### src/rtl/uart_sched_pkg.sv
// Shared types and constants for the UART TX scheduler.
package uart_sched_pkg;

  typedef enum logic [1:0] {
    IDLE    = 2'd0,
    SEND    = 2'd1,
    WAIT_HI = 2'd2,
    WAIT_LO = 2'd3
  } sched_state_e;

  localparam logic GNT_REQ0 = 1'b0;
  localparam logic GNT_REQ1 = 1'b1;

  // Minimum watchdog counter width; widened automatically for larger limits.
  localparam int unsigned WDOG_W_DEF = 8;

endpackage

### src/rtl/uart_tx_sched_rr_arb2.sv
// Two-input round-robin arbiter: combinational winner/ready, registered pointer.
module rr_arb2
  import uart_sched_pkg::*;
(
  input  logic       clk,
  input  logic       rst,
  input  logic [1:0] req_valid,
  input  logic       en,
  input  logic       upd,
  input  logic       upd_owner,
  output logic       gnt_c,
  output logic [1:0] ready_c
);

  logic ptr_q;

  // After a transfer the pointer favours the requester that did not own it.
  always_ff @(posedge clk) begin
    if (rst) begin
      ptr_q <= GNT_REQ0;
    end else if (upd) begin
      ptr_q <= ~upd_owner;
    end
  end

  always_comb begin
    gnt_c   = ptr_q;
    ready_c = 2'b00;
    if (req_valid == 2'b01) begin
      gnt_c = GNT_REQ0;
    end else if (req_valid == 2'b10) begin
      gnt_c = GNT_REQ1;
    end
    if (en && req_valid[gnt_c]) begin
      ready_c = (gnt_c == GNT_REQ1) ? 2'b10 : 2'b01;
    end
  end

endmodule

### src/rtl/uart_tx_sched.sv
// TX byte-channel scheduler: round-robin between two requesters, low byte first.
// Optional watchdog abort enabled by defining UART_TX_SCHED_WDOG_EN.
module uart_tx_sched
  import uart_sched_pkg::*;
#(
  parameter int unsigned DATA_WIDTH  = 8,
  parameter int unsigned WDOG_CYCLES = 64
) (
  input  logic                    CLK,
  input  logic                    RST,
  input  logic                    REQ0_VALID,
  input  logic [2*DATA_WIDTH-1:0] REQ0_DATA,
  input  logic                    REQ0_LEN,
  output logic                    REQ0_READY,
  input  logic                    REQ1_VALID,
  input  logic [DATA_WIDTH-1:0]   REQ1_DATA,
  output logic                    REQ1_READY,
  output logic [DATA_WIDTH-1:0]   TX_DATA,
  output logic                    TX_DATA_VALID,
  input  logic                    TX_BUSY,
  output logic                    SCHED_BUSY,
  output logic                    GRANT,
  output logic                    SCHED_ERR
);

  localparam int unsigned HOLD_W = 2 * DATA_WIDTH;

  sched_state_e          state_q, state_d;
  logic [HOLD_W-1:0]     hold_q, hold_d;
  logic                  len_q, len_d;
  logic                  idx_q, idx_d;
  logic                  grant_q, grant_d;
  logic [DATA_WIDTH-1:0] tx_data_q, tx_data_d;
  logic                  valid_q, valid_d;
  logic                  busy_q, busy_d;
  logic                  err_q, err_d;
  logic                  arb_en_c;
  logic                  arb_upd_c;
  logic                  arb_gnt_c;
  logic [1:0]            arb_ready_c;

`ifdef UART_TX_SCHED_WDOG_EN
  localparam int unsigned WDOG_W =
    (32'($clog2(WDOG_CYCLES)) > WDOG_W_DEF) ? 32'($clog2(WDOG_CYCLES)) : WDOG_W_DEF;
  logic [WDOG_W-1:0] wdog_cnt_q, wdog_cnt_d;
`endif

  assign arb_en_c = (state_q == IDLE) && !TX_BUSY;

  rr_arb2 u_arb (
    .clk       (CLK),
    .rst       (RST),
    .req_valid ({REQ1_VALID, REQ0_VALID}),
    .en        (arb_en_c),
    .upd       (arb_upd_c),
    .upd_owner (grant_q),
    .gnt_c     (arb_gnt_c),
    .ready_c   (arb_ready_c)
  );

  assign REQ0_READY    = arb_ready_c[0];
  assign REQ1_READY    = arb_ready_c[1];
  assign TX_DATA       = tx_data_q;
  assign TX_DATA_VALID = valid_q;
  assign SCHED_BUSY    = busy_q;
  assign GRANT         = grant_q;

`ifdef UART_TX_SCHED_WDOG_EN
  assign SCHED_ERR = err_q;
`else
  assign SCHED_ERR = 1'b0;
`endif

  always_ff @(posedge CLK) begin
    if (RST) begin
      state_q   <= IDLE;
      hold_q    <= '0;
      len_q     <= 1'b0;
      idx_q     <= 1'b0;
      grant_q   <= GNT_REQ0;
      tx_data_q <= '0;
      valid_q   <= 1'b0;
      busy_q    <= 1'b0;
      err_q     <= 1'b0;
`ifdef UART_TX_SCHED_WDOG_EN
      wdog_cnt_q <= '0;
`endif
    end else begin
      state_q   <= state_d;
      hold_q    <= hold_d;
      len_q     <= len_d;
      idx_q     <= idx_d;
      grant_q   <= grant_d;
      tx_data_q <= tx_data_d;
      valid_q   <= valid_d;
      busy_q    <= busy_d;
      err_q     <= err_d;
`ifdef UART_TX_SCHED_WDOG_EN
      wdog_cnt_q <= wdog_cnt_d;
`endif
    end
  end

  always_comb begin
    state_d   = state_q;
    hold_d    = hold_q;
    len_d     = len_q;
    idx_d     = idx_q;
    grant_d   = grant_q;
    tx_data_d = tx_data_q;
    err_d     = 1'b0;
    arb_upd_c = 1'b0;

    unique case (state_q)
      IDLE: begin
        if (|arb_ready_c) begin
          hold_d  = (arb_gnt_c == GNT_REQ1) ? HOLD_W'(REQ1_DATA) : REQ0_DATA;
          len_d   = (arb_gnt_c == GNT_REQ1) ? 1'b0 : REQ0_LEN;
          grant_d = arb_gnt_c;
          idx_d   = 1'b0;
          state_d = SEND;
        end
      end
      SEND: state_d = WAIT_HI;
      WAIT_HI: begin
        if (TX_BUSY) state_d = WAIT_LO;
      end
      WAIT_LO: begin
        if (!TX_BUSY) begin
          if (idx_q < len_q) begin
            idx_d   = 1'b1;
            state_d = SEND;
          end else begin
            state_d   = IDLE;
            arb_upd_c = 1'b1;
          end
        end
      end
      default: state_d = IDLE;
    endcase

`ifdef UART_TX_SCHED_WDOG_EN
    // Stuck transmitter handshake: drop the rest of the transfer.
    if (((state_q == WAIT_HI) || (state_q == WAIT_LO)) &&
        (wdog_cnt_q == WDOG_W'(WDOG_CYCLES - 1))) begin
      state_d   = IDLE;
      arb_upd_c = 1'b1;
      err_d     = 1'b1;
    end
    wdog_cnt_d = '0;
    if ((state_d == state_q) && ((state_q == WAIT_HI) || (state_q == WAIT_LO))) begin
      wdog_cnt_d = wdog_cnt_q + WDOG_W'(1);
    end
`endif

    if (state_d == SEND) begin
      tx_data_d = idx_d ? hold_d[DATA_WIDTH +: DATA_WIDTH] : hold_d[DATA_WIDTH-1:0];
    end
    valid_d = (state_d == SEND);
    busy_d  = (state_d != IDLE);
  end

endmodule
### config.mk
export PLATFORM = sky130hd
export DESIGN_NAME = uart_tx_sched
export DESIGN_NICKNAME = d
export VERILOG_FILES = /design/src/rtl/uart_sched_pkg.sv /design/src/rtl/uart_tx_sched_rr_arb2.sv /design/src/rtl/uart_tx_sched.sv
export SDC_FILE = /design/constraint.sdc
export NUM_CORES = 1
export LEC_CHECK = 0
export CAP_MARGIN = 20
export CORE_ASPECT_RATIO = 0.75
export CORE_MARGIN = 1.5
export CORE_UTILIZATION = 53
export DETAILED_ROUTE_END_ITERATION = 12
export HOLD_SLACK_MARGIN = 0.15
export PLACE_DENSITY = 0.83
export REMOVE_ABC_BUFFERS = 1
export SLEW_MARGIN = 20
export SYNTH_ARGS = -nofsm -noshare
export SYNTH_HDL_FRONTEND = slang
export SYNTH_HIERARCHICAL = 1
export SYNTH_SLANG_ARGS = --single-unit
### constraint.sdc
create_clock -name CLK -period 5.6 [get_ports CLK]
set_input_delay 1.12 -clock CLK [delete_from_list [all_inputs] [get_ports CLK]]
set_output_delay 1.12 -clock CLK [all_outputs]
set_load 0.03 [all_outputs]
======== Yosys cells after proc, flatten, opt, wreduce, memory -nomap -nowiden ========
Index checks and enable logic that the tools add are counted.
cells by class
  reduce and logical (&&, ||, !) cells .... 7
  equal/unequal tests ..................... 6
  magnitude comparators ................... 2
  bitwise logic cells ..................... 1
  multiplexer cells ....................... 23
operators by type and width
  kind                number
  $mux 16             3
  $mux 1              12
  $mux 2              5
  $mux 8              1
  $pmux 2 s4          1
  $eq 2x1->1 const B  3
  $eq 2x2->1 const B  3
  $logic_and 1x1->1   2
  $logic_not 2->1     1
  $lt 1x2->1 const B  1
  $pmux 1 s2          1
  $reduce_and 2->1    1
  $reduce_bool 2->1   1
  $reduce_or 2->1     1
  $logic_not 1->1     1
  $lt 1x1->1          1
  $not 1->1           1
word-level totals
  bits in registers ....................... 32

======== Longest topological paths before layout ========
Gate-level depths: netlist of run 1.
  word-level depth ........................ 11
  depth in mapped cells ................... 11
  mapped depth without buffers ............ 9

======== Cells and area by module ========
The synthesis of run 1 kept the hierarchy.
by module, submodules not included
  module         cells an instance  instances  area each (µm²)  sequential area each (µm²)
  uart_tx_sched  179                1          1,704.1          620.6
  rr_arb2        8                  1          65.1             20.0

======== Worst setup path before layout of run 1 ========
OpenSTA, ideal clock, no wires.
  path kind ............................... input-to-reg
  start ................................... input port TX_BUSY
  end ..................................... register tx_data_q[6], in the netlist TX_DATA[6]
  arrival time ............................ 3,185 ps
  path slack .............................. 2,345 ps
  data required time ...................... 5,530 ps
  setup time .............................. 70 ps
  stages .................................. 7
  cell sequence ........................... nor2b_1 > nand2_1 > a21oi_1 > nor3b_2 > o32ai_4 > mux4_2 > a21oi_1
between the ends
  longest elaborated chain between the ends .. 8
  elaborated cells on any way between the ends .. 16
  classes of those cells .................. eq/ne: 1; mux: 11; reduce/logical: 4
RTL lines
  element                               RTL line                                    RTL
  start: declaration                    uart_tx_sched.sv:20                         input logic TX_BUSY,
  $logic_not 1->1 (*)                   n/a
  $logic_and 1x1->1 (*)                 uart_tx_sched.sv:48                         assign arb_en_c = (state_q == IDLE) && !TX_BUSY;
  $logic_and 1x1->1 (*)                 uart_tx_sched_rr_arb2.sv:34                 if (en && req_valid[gnt_c]) begin
  $mux 2 (*)                            uart_tx_sched_rr_arb2.sv:34
  net REQ0_READY                        uart_tx_sched.sv:14                         output logic REQ0_READY,
  $reduce_or 2->1 (*)                   uart_tx_sched.sv:116                        if (|arb_ready_c) begin
  $mux 2 (tied with other cells)        uart_tx_sched.sv:116
  $pmux 2 s4 (tied with other cells)    uart_tx_sched.sv:114                        unique case (state_q)
  $eq 2x1->1 or $mux 8 (tied branches)  uart_tx_sched.sv:156, uart_tx_sched.sv:157
  end signal: assignment                uart_tx_sched.sv:94                         tx_data_q <= tx_data_d;
  end: declaration                      uart_tx_sched.sv:33                         logic [DATA_WIDTH-1:0] tx_data_q, tx_data_d;
The timed path passes the listed nets; every way through them passes the cells marked *.
A chain may end at the register's enable or synchronous reset.

======== Worst setup path in the final report of run 1 ========
  start ................................... input port TX_BUSY
  end ..................................... output port REQ0_READY
between the ends
  longest elaborated chain between the ends .. 4
RTL lines
  element            RTL line                     RTL
  $logic_not 1->1    n/a
  $logic_and 1x1->1  uart_tx_sched.sv:48
  net arb_en_c       uart_tx_sched.sv:37          logic arb_en_c;
  $logic_and 1x1->1  uart_tx_sched_rr_arb2.sv:34
  $mux 2             uart_tx_sched_rr_arb2.sv:34
  end: declaration   uart_tx_sched.sv:14
The timed path passes the listed nets, and every way through them passes these cells.

==> results.sh, run 1 <==
export IMPL_vias_per_cell=5.75
export IMPL_wl_um=4120
export IMPL_ant_nets=0
export IMPL_overflow=0
export IMPL_cts_hold_repair_buffers=0
export IMPL_r2r_slack_ns=2.62
export IMPL_grt_start_max_net_pins=38
export IMPL_hp_class="register to register"
export IMPL_ys_ff_latch=32
export IMPL_finalCritPeriodShare=0.746
export IMPL_fin_skew_ns=0.00248
export IMPL_slew_headroom=0.475
export IMPL_async_flop_share=0
export IMPL_status="finished clean"
export IMPL_required_ns=4.48
export IMPL_post_drt_wl_per_cell_um=15.6
export IMPL_crit_family="buffers and inverters"
export IMPL_grt_pass1_vias=1534
export IMPL_dr_pass1_iters=4
export IMPL_crit_top_cell="clkdlybuf4s50_1"
export IMPL_crit_type="input pin to primary output"
export IMPL_cp_arrival_ns=3.06
export IMPL_startpoint="TX_BUSY"
export IMPL_start_util=0.578
export IMPL_timing_hold_ws_ns=0.480
export IMPL_yosysSeqAreaShare=0.362
export IMPL_drive_gt1_frac=0.137
export IMPL_fin_crit_ns=4.18
export IMPL_postCtsResizedCells=0
export IMPL_rsz0062_at_grt="false"
export IMPL_grt_pass1_wl_um=6910
export IMPL_vdd_drop_max_uv=204
export IMPL_gp_congestion=0.827
export IMPL_grt_antenna_before_repair=0
export IMPL_crit_buf_inv=2
export IMPL_clock_sinks=32
export IMPL_detail_route_iter0_violations=87
export IMPL_numCtsBuffers=5
export IMPL_reg2reg_depth=9
export IMPL_syn2layout_area_growth_pct=30.5
export IMPL_critPathMaxFanout=5
export IMPL_finalSetupViolCount=0
export IMPL_root_buffer="clkbuf_8"
export IMPL_cap_violations=0
export IMPL_clk_latency_ns=0.29
export IMPL_rows=17
export IMPL_syn_area_mm2=0.00177
export IMPL_fmax_ghz=0.239
export IMPL_pin_count=44
export IMPL_endpoint_kind="primary output"
export IMPL_start_kind="input pin"
export IMPL_htreeDepth=2
export IMPL_drc=0
export IMPL_crit_end="REQ0_READY"
export IMPL_timing_rr_start="state_q[1]$_SDFF_PP0_"
export IMPL_cts_path_max_buffers=2
export IMPL_crit_cells=5
export IMPL_syn_avg_cell_area_um2=9.46
export IMPL_hold_viol_final=0
export IMPL_final_max_slew_viol_count=0
export IMPL_nets=259
export IMPL_ys_flop_type="dfxtp_1"
export IMPL_syn_inst=187
export IMPL_post_dp_hpwl_um=2750
export IMPL_r2r_end="TX_DATA[6]$_SDFFE_PP0N_"
export IMPL_path_clk_slew_ns=0.07
export IMPL_slowest_stage="clkdlybuf4s50_1"
export IMPL_synth_warnings=6
export IMPL_leakage_uw=0.000929
export IMPL_postCtsSetupRepairBufs=0
export IMPL_io_buffers=42
export IMPL_diodes=0
export IMPL_grt_total_usage=0.248
export IMPL_finalSetupTns_ns=0
export IMPL_nFillCells=210
export IMPL_powerDensity_mw_per_mm2=359
export IMPL_fp_dieW_um=69.7
export IMPL_core_mm2=0.00306
export IMPL_path_cells="clkdlybuf4s50_1 -> nor2b_1 -> nand2_1 -> a21oi_1 -> clkdlybuf4s50_1"
export IMPL_critPathMaxStageDelay_ns=0.77
export IMPL_ys_types=34
export IMPL_die_area_mm2=0.00370
export IMPL_synth_edf_count=0
export IMPL_cts_tree="done"
export IMPL_die_h_um=53.0
export IMPL_num_vias=1518
export IMPL_tightest_slew_ns=0.784
-- cell usage after synthesis (all sizes together) (4+ instances only) --
cell     n  area, µm²
buf      7       46.3
mux2i   16        160
nand2b   8       50.1
nor2b   14       87.6
clkbuf   5       18.8
inv     11       41.3
o31ai    6       45.0
nor2    25       93.8
a31oi    8       56.3
a21oi    9       48.8
dfxtp   32        641
ha       4       50.1
mux2    14        158
a311oi   8       70.1
-- per-layer routing --
layer	routed length (µm)	track usage	part of all wire	vias up
met3	320	0.0971	0.078	6
met4	30	0.0962	0.0073	0
met5	0	0	0	-
met2	2000	0.431	0.48	64
met1	1780	0.282	0.43	707
li1	-	-	-	741
-- cell type report --
type,count,area [µm²],share of cell area
clock buffers,7,96.3,0.0417
clock inverters,1,30.0,0.0130
well taps,38,47.5,0.0206
multi-input cells,132,1030,0.446
flip-flops and latches,32,641,0.278
inverters,11,41.3,0.0179
repair buffers,43,423,0.183
-- power breakdown --
part,internal (µW),switching (µW)
combinational,128,174
sequential,261,22.2
clock,157,87.5
-- through the flow --
step	total power [µW]	instances	setup slack [ns]	util	area, µm²
3_5_place_dp	583	256	1.52	0.712	2180
4_1_cts	832	264	1.50	0.753	2310
6_report	830	264	1.42	0.754	2310
2_1_floorplan	480	175	2.35	-	1700
3_3_place_gp	569	256	1.61	0.712	2180
5_1_grt	873	264	1.30	0.754	2310
-- worst min-delay path by stage --
| stage | to | start | cells past startpoint | slack (ns) |
|---|---|---|---|---|
| 4_1_cts | u_arb/ptr_q$_SDFFE_PP0P_ | GRANT$_SDFFE_PP0P_ | 1 | 0.48 |
| 5_1_grt | u_arb/ptr_q$_SDFFE_PP0P_ | GRANT$_SDFFE_PP0P_ | 1 | 0.49 |
| 3_3_place_gp | u_arb/ptr_q$_SDFFE_PP0P_ | GRANT$_SDFFE_PP0P_ | 1 | 0.45 |
| 2_1_floorplan | hold_q[6]$_SDFF_PP0_ | hold_q[6]$_SDFF_PP0_ | 2 | 0.45 |
| 6_report | u_arb/ptr_q$_SDFFE_PP0P_ | GRANT$_SDFFE_PP0P_ | 1 | 0.48 |
| 3_5_place_dp | u_arb/ptr_q$_SDFFE_PP0P_ | GRANT$_SDFFE_PP0P_ | 1 | 0.47 |
-- registers in the layout, summed over array words and instances (netlist names), named ones only --
name	cells
TX_DATA	8
len_q	1
hold_q	16
state_q	2
u_arb/ptr_q	1
GRANT	1
SCHED_BUSY	1
TX_DATA_VALID	1
-- cells by family after synthesis --
kind of cell,after synthesis,share of synthesized area
other cells,1,0.00212
simple gates,54,0.165
fa+ha+maj,5,0.0347
buf+inv,23,0.0601
mux,31,0.192
flops,32,0.362
compound gates,41,0.183
-- worst reg2reg max path: cells and delay by family (launching register included) --
kind	cells	cell delay, ns
AO/OA/AOI/OAI	3	1.07
multiplexers	1	0.58
flip-flops	1	0.48
AND/OR/NAND/NOR	3	0.40
adder cells (fa/ha/maj)	1	0.24
buffers and inverters	1	0.15
-- placed cells by master, fill, tap and decap left out, types with 2 or more instances in the layout --
cell	instances
nor2b_1	14
a21o_1	2
or3b_1	2
o211a_1	2
a21oi_1	8
mux2i_1	16
mux2_2	14
a31oi_1	7
clkdlybuf4s50_1	41
nand2b_1	8
ha_1	4
a311o_1	2
clkbuf_8	7
a311oi_1	8
dfxtp_1	32
o31ai_1	6
inv_1	11
nor2_1	25
Note: power is estimated with default switching activity, not from simulation.
==> run 2: changes to the inputs <==
--- a/config.mk
+++ b/config.mk
@@ -8,10 +8,10 @@
 export CAP_MARGIN = 20
 export CORE_ASPECT_RATIO = 0.75
 export CORE_MARGIN = 1.5
-export CORE_UTILIZATION = 53
+export CORE_UTILIZATION = 49
 export DETAILED_ROUTE_END_ITERATION = 12
 export HOLD_SLACK_MARGIN = 0.15
-export PLACE_DENSITY = 0.83
+export PLACE_DENSITY = 0.78
 export REMOVE_ABC_BUFFERS = 1
 export SLEW_MARGIN = 20
 export SYNTH_ARGS = -nofsm -noshare
==> constraint.sdc (replaced) <==
create_clock -name CLK -period 4 [get_ports CLK]
set_input_delay 0.8 -clock CLK [delete_from_list [all_inputs] [get_ports CLK]]
set_output_delay 0.8 -clock CLK [all_outputs]
set_load 0.03 [all_outputs]
==> results.sh, run 2 (same netlist as run 1, synthesis figures left out) <==
export IMPL_status="finished clean"
export IMPL_clock_sinks=32
export IMPL_postCtsSetupRepairBufs=0
export IMPL_largest_reg_flops=16
export IMPL_required_ns=3.20
export IMPL_finalSetupViolCount=0
export IMPL_die_h_um=55.0
export IMPL_r2r_end="TX_DATA[1]$_SDFFE_PP0N_"
export IMPL_io_buffers=42
export IMPL_post_dp_hpwl_um=2780
export IMPL_tightest_slew_ns=0.826
export IMPL_overflow=0
export IMPL_pin_count=44
export IMPL_cp_arrival_ns=2.63
export IMPL_fin_skew_ns=0.00334
export IMPL_powerDensity_mw_per_mm2=462
export IMPL_start_util=0.524
export IMPL_timing_rr_start="state_q[1]$_SDFF_PP0_"
export IMPL_met2_usage=0.363
export IMPL_drc=0
export IMPL_cap_violations=0
export IMPL_root_buffer="clkbuf_8"
export IMPL_gp_congestion=0.776
export IMPL_finalCritPeriodShare=0.859
export IMPL_ant_nets=0
export IMPL_num_vias=1527
export IMPL_critPathMaxFanout=5
export IMPL_startpoint="TX_BUSY"
export IMPL_postLayoutSetupSlackWorst_ns=0.566
export IMPL_grt_pass1_vias=1373
export IMPL_grt_start_max_net_pins=26
export IMPL_gr_usage_met1=0.283
export IMPL_fin_crit_ns=3.43
export IMPL_layout_common_cells="42 x clkdlybuf4s50_1, 32 x dfxtp_1, 25 x nor2_1, 16 x mux2i_1"
export IMPL_drive_gt1_frac=0.128
export IMPL_reg2reg_depth=9
export IMPL_endpoint_kind="primary output"
export IMPL_slew_headroom=0.447
export IMPL_critPathMaxStageDelay_ns=0.75
export IMPL_crit_end="REQ0_READY"
export IMPL_grt_total_usage=0.219
export IMPL_crit_type="input pin to primary output"
export IMPL_wl_um=4090
export IMPL_postCtsResizedCells=0
export IMPL_grt_antenna_before_repair=0
export IMPL_r2r_slack_ns=1.05
export IMPL_hold_viol_final=0
export IMPL_die_area_mm2=0.00398
export IMPL_grt_pass1_wl_um=6410
export IMPL_placedCellCount=259
export IMPL_detail_route_iter0_violations=75
export IMPL_rsz0062_at_grt="false"
export IMPL_holdPathStages=1
export IMPL_crit_buf_inv=2
export IMPL_final_common_cell="clkdlybuf4s50_1"
export IMPL_grtUsageMet3=0.0670
export IMPL_syn2layout_area_growth_pct=28.1
export IMPL_cts_tree="done"
export IMPL_numCtsBuffers=5
export IMPL_dr_pass1_iters=4
export IMPL_rows=18
export IMPL_grt_most_used_layer="met2"
export IMPL_start_kind="input pin"
export IMPL_vias_per_cell=5.74
export IMPL_cts_hold_repair_buffers=0
export IMPL_nets=260
export IMPL_path_clk_slew_ns=0.06
export IMPL_finalSetupTns_ns=0
export IMPL_final_max_slew_viol_count=0
export IMPL_crit_top_cell="clkdlybuf4s50_1"
export IMPL_vdd_drop_max_uv=335
export IMPL_hp_class="register to register"
export IMPL_core_mm2=0.00338
export IMPL_final_cells=266
export IMPL_post_drt_wl_per_cell_um=15.4
export IMPL_htreeDepth=2
export IMPL_cts_path_max_buffers=2
export IMPL_leakage_uw=0.000909
export IMPL_path_cells="clkdlybuf4s50_1 -> nor2b_1 -> nand2_1 -> a21oi_1 -> clkdlybuf4s50_1"
export IMPL_slowest_stage="clkdlybuf4s50_1"
export IMPL_fmax_ghz=0.291
export IMPL_fp_dieW_um=72.4
export IMPL_crit_cells=5
export IMPL_clk_latency_ns=0.28
export IMPL_crit_family="buffers and inverters"
export IMPL_regMostFlops="hold_q"
export IMPL_dp_slack_ns=0.575
export IMPL_diodes=0
run 2: cell count changes in the layout (fill, tap and decap cells not counted):
cell | previous run | this run
o21ai_4 | 1 | 0
clkbuf_8 | 7 | 5
clkdlybuf4s50_1 | 41 | 42
buf_4 | 1 | 2
bufinv_16 | 1 | 0
buf_2 | 1 | 0
clkbuf_1 | 0 | 1
o21ai_2 | 0 | 1
clkinv_2 | 0 | 1
run 2: metal layers:
layer / wire, µm / up-vias
li1: - / 741
met1: 1890 / 720
met2: 1930 / 62
met3: 234 / 4
met4: 27 / 0
met5: 0 / -
run 2: worst min-delay path by stage:
| stage | from | endpoint |
|---|---|---|
| floorplan | hold_q[6]$_SDFF_PP0_ | hold_q[6]$_SDFF_PP0_ |
| global placement | GRANT$_SDFFE_PP0P_ | u_arb/ptr_q$_SDFFE_PP0P_ |
| detailed placement | GRANT$_SDFFE_PP0P_ | u_arb/ptr_q$_SDFFE_PP0P_ |
| CTS | GRANT$_SDFFE_PP0P_ | u_arb/ptr_q$_SDFFE_PP0P_ |
| global route | GRANT$_SDFFE_PP0P_ | u_arb/ptr_q$_SDFFE_PP0P_ |
| finish | GRANT$_SDFFE_PP0P_ | u_arb/ptr_q$_SDFFE_PP0P_ |
run 2: final cells by class:
cell class / count / area [µm²]
clock buffers: 6 / 72.6
clock inverters: 1 / 5.00
fillers: 276 / 1110
inverters: 11 / 41.3
multi-input cells: 132 / 1020
flip-flops and latches: 32 / 641
well taps: 40 / 50.0
repair buffers: 44 / 435
run 2: per-stage QoR:
stage / utilization / power [µW] / cell area (µm²) / hold slack [ns]
2_1_floorplan: - / 672 / 1700 / 0.454
3_3_place_gp: 0.648 / 800 / 2190 / 0.454
3_5_place_dp: 0.648 / 816 / 2190 / 0.475
4_1_cts: 0.671 / 1050 / 2270 / 0.483
5_1_grt: 0.671 / 1100 / 2270 / 0.519
6_report: 0.671 / 1050 / 2270 / 0.481
run 2: where the power goes:
group	leakage, µW	switching (µW)	internal, µW
combinational	0.000607	238	179
sequential	0.000261	32.8	365
clock	0.0000410	115	118
total	0.000909	386	662
run 2: worst register-to-register path, cell delays in order (launching register included):
cell and delay [ns]:
dfxtp_1 0.60, inv_1 0.13, ha_1 0.24, nor2b_1 0.16
o211a_1 0.20, o21ai_2 0.64, buf_4 0.34, mux2i_1 0.12
mux2_2 0.27, o31ai_1 0.17
==> run 3: changes to the inputs <==
--- a/config.mk
+++ b/config.mk
@@ -6,7 +6,7 @@
 export NUM_CORES = 1
 export LEC_CHECK = 0
 export CAP_MARGIN = 20
-export CORE_ASPECT_RATIO = 0.75
+export CORE_ASPECT_RATIO = 0.5
 export CORE_MARGIN = 1.5
 export CORE_UTILIZATION = 49
 export DETAILED_ROUTE_END_ITERATION = 12
==> results.sh, run 3 (same netlist as run 1, synthesis figures left out) <==
export IMPL_start_util=0.515
export IMPL_grt_antenna_before_repair=0
export IMPL_timing_rr_start="state_q[1]$_SDFF_PP0_"
export IMPL_fmax_ghz=0.278
export IMPL_io_buffers=42
export IMPL_clock_sinks=32
export IMPL_numCtsBuffers=5
export IMPL_required_ns=3.20
export IMPL_finalSetupViolCount=0
export IMPL_post_dp_hpwl_um=2740
export IMPL_grt_total_usage=0.207
export IMPL_nFillCells=293
export IMPL_cts_tree="done"
export IMPL_placed_area_mm2=0.00220
export IMPL_overflow=0
export IMPL_crit_type="input pin to primary output"
export IMPL_diodes=0
export IMPL_postLayoutSetupSlackWorst_ns=0.399
export IMPL_die_h_um=45.5
export IMPL_core_mm2=0.00343
export IMPL_cts_hold_repair_buffers=0
export IMPL_cts_path_max_buffers=2
export IMPL_rows=15
export IMPL_final_max_slew_viol_count=0
export IMPL_nets=260
export IMPL_path_cells="clkdlybuf4s50_1 -> nor2b_1 -> nand2_1 -> a21oi_1 -> clkdlybuf4s50_1"
export IMPL_finalCritPeriodShare=0.900
export IMPL_gp_congestion=0.759
export IMPL_slew_headroom=0.416
export IMPL_grt_start_max_net_pins=29
export IMPL_final_common_cell="clkdlybuf4s50_1"
export IMPL_cap_violations=0
export IMPL_vdd_drop_max_uv=278
export IMPL_hold_viol_final=0
export IMPL_dr_pass1_iters=4
export IMPL_postCtsResizedCells=0
export IMPL_multi_input_area_mm2=0.00102
export IMPL_fin_skew_ns=0.00319
export IMPL_num_vias=1500
export IMPL_clk_latency_ns=0.28
export IMPL_htreeDepth=2
export IMPL_ant_nets=0
export IMPL_critPathMaxFanout=5
export IMPL_drc=0
export IMPL_status="finished clean"
export IMPL_die_area_mm2=0.00400
export IMPL_final_cells=278
export IMPL_start_kind="input pin"
export IMPL_startpoint="TX_BUSY"
export IMPL_finalSetupTns_ns=0
export IMPL_root_buffer="clkbuf_8"
export IMPL_vias_per_cell=5.40
export IMPL_cp_arrival_ns=2.80
export IMPL_tightest_slew_ns=0.874
export IMPL_endpoint_kind="primary output"
export IMPL_rsz0062_at_grt="false"
export IMPL_leakage_uw=0.000913
export IMPL_slowest_stage="clkdlybuf4s50_1"
export IMPL_grt_pass1_vias=1402
export IMPL_layout_common_cells="42 x clkdlybuf4s50_1, 32 x dfxtp_1, 25 x nor2_1, 16 x mux2i_1"
export IMPL_drive_gt1_frac=0.128
export IMPL_syn2layout_area_growth_pct=29.6
export IMPL_path_clk_slew_ns=0.06
export IMPL_hp_class="register to register"
export IMPL_pin_count=44
export IMPL_r2r_slack_ns=0.98
export IMPL_detail_route_iter0_violations=63
export IMPL_dp_slack_ns=0.477
export IMPL_wl_um=3860
export IMPL_post_drt_wl_per_cell_um=13.9
export IMPL_postCtsSetupRepairBufs=0
export IMPL_min_from="GRANT$_SDFFE_PP0P_"
export IMPL_grt_pass1_wl_um=6280
export IMPL_placedCellCount=270
export IMPL_critPathMaxStageDelay_ns=0.79
export IMPL_powerDensity_mw_per_mm2=464
export IMPL_design_area_mm2=0.00229
export IMPL_regMostFlops="hold_q"
export IMPL_fin_crit_ns=3.60
export IMPL_largest_reg_flops=16
export IMPL_crit_top_cell="clkdlybuf4s50_1"
export IMPL_regArea_um2=641
export IMPL_fp_dieW_um=88.0
run 3: path summary, 6_finish.rpt:
path | to | depth (start not counted)
setup / recovery | REQ0_READY | 5
hold / removal | u_arb/ptr_q$_SDFFE_PP0P_ | 1
setup reg to reg | TX_DATA[1]$_SDFFE_PP0N_ | 9
hold reg to reg | u_arb/ptr_q$_SDFFE_PP0P_ | 1
run 3: power by group:
part	internal [µW]	switching, µW
logic	179	237
registers	365	31.2
clock network	140	112
run 3: area by class of cell:
class                           count  share of cell area
Clock buffer                        8              0.0393
Timing Repair Buffer               44               0.190
Sequential cell                    32               0.279
Tap cell                           51              0.0278
Multi-Input combinational cell    132               0.446
Inverter                           11              0.0180
run 3: critical path, delay by kind of cell:
kind            cells  cell delay, ns
buf+inv             2            1.29
compound gates      1            0.41
simple gates        2            0.30
run 3: routing by layer:
| metal | track usage | vias to the layer above | part of all wire |
|---|---|---|---|
| met1 | 0.252 | 709 | 0.45 |
| met3 | 0.0507 | 4 | 0.047 |
| met2 | 0.374 | 44 | 0.49 |
| met5 | 0 | - | 0 |
| met4 | 0.0571 | 0 | 0.0070 |
| li1 | - | 743 | - |
run 3: metrics by stage:
| stage | total power [µW] | utilization | hold WS (ns) |
|---|---|---|---|
| floorplan | 672 | - | 0.454 |
| global placement | 803 | 0.642 | 0.452 |
| detailed placement | 814 | 0.642 | 0.460 |
| CTS | 1070 | 0.668 | 0.475 |
| global route | 1120 | 0.668 | 0.518 |
| finish | 1060 | 0.668 | 0.474 |
